<file path="config.mk">
export PLATFORM = sky130hd
export DESIGN_NAME = serial_adder_ctrl
export DESIGN_NICKNAME = d
export VERILOG_FILES = /design/src/rtl/serial_adder_ctrl.sv
export SDC_FILE = /design/constraint.sdc
export NUM_CORES = 1
export LEC_CHECK = 0
export ABC_CLOCK_PERIOD_IN_PS = 2450
export CORE_MARGIN = 10
export CORE_UTILIZATION = 32
export DETAILED_ROUTE_END_ITERATION = 6
export GPL_ROUTABILITY_DRIVEN = 0
export REMOVE_ABC_BUFFERS = 1
export SLEW_MARGIN = 40
export SYNTH_ARGS = -nofsm -noshare
export SYNTH_HDL_FRONTEND = slang
export SYNTH_SLANG_ARGS = --single-unit
export TNS_END_PERCENT = 30
</file>
<file path="constraint.sdc">
create_clock -name clk -period 2.45 [get_ports clk]
set_input_delay 0.245 -clock clk [delete_from_list [all_inputs] [get_ports clk]]
set_output_delay 0.245 -clock clk [all_outputs]
set_load 0.02 [all_outputs]
</file>
<file path="src/rtl/serial_adder_ctrl.sv">
// serial_adder_ctrl
//   Bit-serial adder built around one 1-bit full-adder cell. It processes one
//   bit per clock, LSB first. The result registers (sum/cout/overflow) are
//   written only when the final bit completes. Until then they keep the
//   previous result, and all partial shifting happens in an internal
//   accumulator.
//
// Parameters
//   WIDTH    : operand width in bits (2..32)
//
// Ports
//   clk      : clock, rising edge
//   rst_n    : asynchronous active-low reset
//   start    : request an addition; accepted while ready=1
//   a, b     : operands, sampled in the accept cycle only
//   cin      : carry-in, sampled in the accept cycle only
//   ready    : start will be accepted this cycle
//   busy     : bits are being added
//   done     : one-cycle pulse, result valid
//   sum      : WIDTH-bit result
//   cout     : carry out of bit WIDTH-1
//   overflow : signed overflow (carry into MSB xor carry out of MSB)

module serial_adder_ctrl #(
   parameter int WIDTH = 8
) (
   input  logic             clk,
   input  logic             rst_n,
   input  logic             start,
   input  logic [WIDTH-1:0] a,
   input  logic [WIDTH-1:0] b,
   input  logic             cin,
   output logic             ready,
   output logic             busy,
   output logic             done,
   output logic [WIDTH-1:0] sum,
   output logic             cout,
   output logic             overflow
);

   localparam int CW = $clog2(WIDTH + 1);

   typedef enum logic [1:0] {
      IDLE = 2'b00,
      RUN  = 2'b01,
      DONE = 2'b10
   } state_t;

   state_t           state, state_n;
   logic             load, step, last;

   logic [WIDTH-1:0] a_sh, b_sh;
   logic [WIDTH-2:0] acc;       // sum bits assembled so far; the newest bit enters at the top
   logic [WIDTH-1:0] acc_n;
   logic             carry;
   logic [CW-1:0]    cnt;
   logic             fa_s, fa_c;

   // The single full-adder cell
   assign fa_s  = a_sh[0] ^ b_sh[0] ^ carry;
   assign fa_c  = (a_sh[0] & b_sh[0]) | (carry & (a_sh[0] ^ b_sh[0]));
   assign acc_n = {fa_s, acc};
   assign last  = (cnt == CW'(WIDTH - 1));

   // State register
   always_ff @(posedge clk or negedge rst_n) begin
      if (!rst_n) begin
         state <= IDLE;
      end else begin
         state <= state_n;
      end
   end

   // Next state and control outputs
   always_comb begin
      state_n = IDLE;
      ready   = 1'b0;
      busy    = 1'b0;
      done    = 1'b0;
      load    = 1'b0;
      step    = 1'b0;
      case (state)
         IDLE: begin
            ready = 1'b1;
            if (start) begin
               load    = 1'b1;
               state_n = RUN;
            end
         end
         RUN: begin
            busy    = 1'b1;
            step    = 1'b1;
            state_n = last ? DONE : RUN;
         end
         DONE: begin
            done  = 1'b1;
            ready = 1'b1;
            if (start) begin
               load    = 1'b1;
               state_n = RUN;
            end
         end
         default: state_n = IDLE;
      endcase
   end

   // Datapath
   always_ff @(posedge clk or negedge rst_n) begin
      if (!rst_n) begin
         a_sh     <= '0;
         b_sh     <= '0;
         acc      <= '0;
         carry    <= 1'b0;
         cnt      <= '0;
         sum      <= '0;
         cout     <= 1'b0;
         overflow <= 1'b0;
      end else if (load) begin
         a_sh  <= a;
         b_sh  <= b;
         acc   <= '0;
         carry <= cin;
         cnt   <= '0;
      end else if (step) begin
         a_sh  <= {1'b0, a_sh[WIDTH-1:1]};
         b_sh  <= {1'b0, b_sh[WIDTH-1:1]};
         acc   <= acc_n[WIDTH-1:1];
         carry <= fa_c;
         cnt   <= cnt + 1'b1;
         if (last) begin
            // carry still holds the carry into the MSB for this bit
            sum      <= acc_n;
            cout     <= fa_c;
            overflow <= carry ^ fa_c;
         end
      end
   end

endmodule
</file>
==> reports/results.tsv <==
metric	value	unit
seq_area_frac_synth	59.0	%
h-tree-depth	2	
clk-insertion-delay-late	0.29	ns
vias	1070	
drt_iter0_markers	45	
yosys_warnings	0	
antenna_found_initial	0	
syn_avg_cell_area	13.4	µm²
ys_ff_latch	40	
cts_tree	built	
drc	0	
cts.clk_slew.worst_paths	0.07	ns
syn_to_final_growth	27.8	%
cts.root.buffer_cell	clkbuf_8	
synth_area	1700	µm²
pwr_density_cell	1270	nW/µm²
final_hold_viol_count	0	
rrSetupSlack	0.66	ns
initial_core_util	33.0	%
drive_gt1_share	15.4	%
worstMarginPinSlew	0.742	ns
peakVddDrop	0.599	mV
track_usage	7.78	%
grt_pass1_wl	5410	µm
core_area	5140	µm²
dp_hpwl	2330	µm
r2r_cells	4	
portBuffers	32	
post-cts-setup-buffers	0	
die_w	92.8	µm
num_rows	26	
critPathLaunchType	flip-flop	
met2_length	1430	µm
firstDrtPassIters	4	
grt_pass1_vias	1076	
die_area	8620	µm²
status	finished, final reports clean	
wirelength_met1	1600	µm
synthDistinctLibCells	22	
final_cell_mix	dfrtp_1, clkdlybuf4s50_1, a22o_1	
synth_top_cells_by_area	dfrtp_1, a22o_1, mux2_2	
diodes	0	
timing.rr.end	cout	
path_max_fanout	13	
rsz0062_at_grt	false	
timing.final.crit_share	81.9	%
min_path_type	in2async	
slew_viol_final	0	
fmax	0.498	GHz
die_y	92.8	µm
fin_crit	2.01	ns
clk_path_buf_depth	2	
vias_per_cell	4.61	
slew-limit-headroom	50.2	%
required	2.20	ns
grt-ovfl-total	0	
cts_resized	0	
fin_nets	183	
power_leakage	1.01	nW
wl_met3	238	µm
ant_nets	0	
grt_max_degree	41	
skew	0.00256	ns
synth_cells	127	
finalSetupTns	0	ns
synth_top_area_share	59.0	%
total_power	2.76	mW
postRouteWirelength	3310	µm
endpoint_kind	primary output	
wl_per_cell	14.3	µm
drv_cap	0	
routed.top_layer	met4	
synth_largest_area_cell	dfrtp_1	
cts_sinks	40	
layout_commonest_cell	dfrtp_1	
arrival	1.76	ns
finalSetupViolations	0	
setup.worst_path.class	reg2out	
io_pins	33	
numCtsBuffers	5	
r2r_start	cnt[0]	
==> layer usage <==
metal / vias up / GRT usage, %
met1: 518 / 9.71
met4: 0 / 2.70
met3: 7 / 3.87
li1: 520 / -
met5: - / 0
met2: 25 / 11.3
==> worst max-delay path by stage <==
stage | from | end | slack [ns] | depth (start not counted)
CTS | state[0] | busy | 0.43 | 2
detailed placement | cnt[0] | cout | 0.65 | 4
global placement | cnt[0] | sum[0] | 0.72 | 4
finish | state[0] | busy | 0.44 | 2
floorplan | state[0] | cnt[0] | 0.48 | 3
global route | state[0] | busy | 0.36 | 2
==> per-stage QoR <==
step                cell area, µm²  utilization [%]  hold slack (ns)  setup slack (ns)  cells
CTS                           2160             42.0           0.0959             0.426    231
floorplan                     1650                -          -0.0506             0.478    119
global route                  2170             42.2            0.518             0.361    232
finish                        2170             42.2            0.462             0.444    232
global placement              2070             40.2            0.388             0.723    223
detailed placement            2070             40.2            0.411             0.653    223
==> state kept, by name (all words and copies together), names as in the netlist <==
signal,flops
b_sh,8
carry,1
a_sh,8
overflow,1
sum,8
cnt,4
state,2
cout,1
acc,7
==> final cells by class <==
| class | instances | area (µm²) |
|---|---|---|
| Fill cell | 504 | 2970 |
| Clock buffer | 8 | 90.1 |
| Sequential cell | 40 | 1000 |
| Tap cell | 70 | 87.6 |
| Inverter | 1 | 3.75 |
| Timing Repair Buffer | 35 | 343 |
| Multi-Input combinational cell | 78 | 644 |
==> critical path, stage by stage (launching register included) <==
cell	delay, ns
dfrtp_1	0.43
nor2b_4	0.36
clkdlybuf4s50_1	0.68
==> power breakdown <==
| part | internal, mW | switching [mW] | total, mW |
|---|---|---|---|
| registers | 0.953 | 0.198 | 1.15 |
| clock network | 0.229 | 0.205 | 0.434 |
| logic | 0.616 | 0.563 | 1.18 |
| total | 1.80 | 0.966 | 2.76 |
==> timing repair <==
action                     4_1_cts  5_1_grt
setup endpoints to repair        0        0
hold buffers                     0        1
hold endpoints to repair         0       40
==> synth_stat cells <==
cell / count
clkbuf_1: 2
xor2_1: 1
nor2_4: 1
dfrtp_1: 40
ha_1: 1
nand2_1: 13
fa_1: 1
buf_2: 2
mux2i_1: 11
buf_4: 3
inv_2: 1
o21ai_0: 10
mux2_2: 11
nand4_1: 1
nor2b_4: 1
nand2b_1: 1
a21o_1: 6
nor2b_1: 2
nor4_4: 1
mux2_1: 1
a22o_1: 16
buf_6: 1
==> logic make-up after synthesis <==
group / Yosys count / share of synthesized area, %
xor+xnor: 1 / 0.516
fa+ha+maj: 2 / 1.92
flops: 40 / 59.0
mux: 23 / 14.4
simple gates: 20 / 7.07
compound gates: 32 / 13.9
buf+inv: 9 / 3.24
No activity file was read; power rests on OpenSTA's default activity.
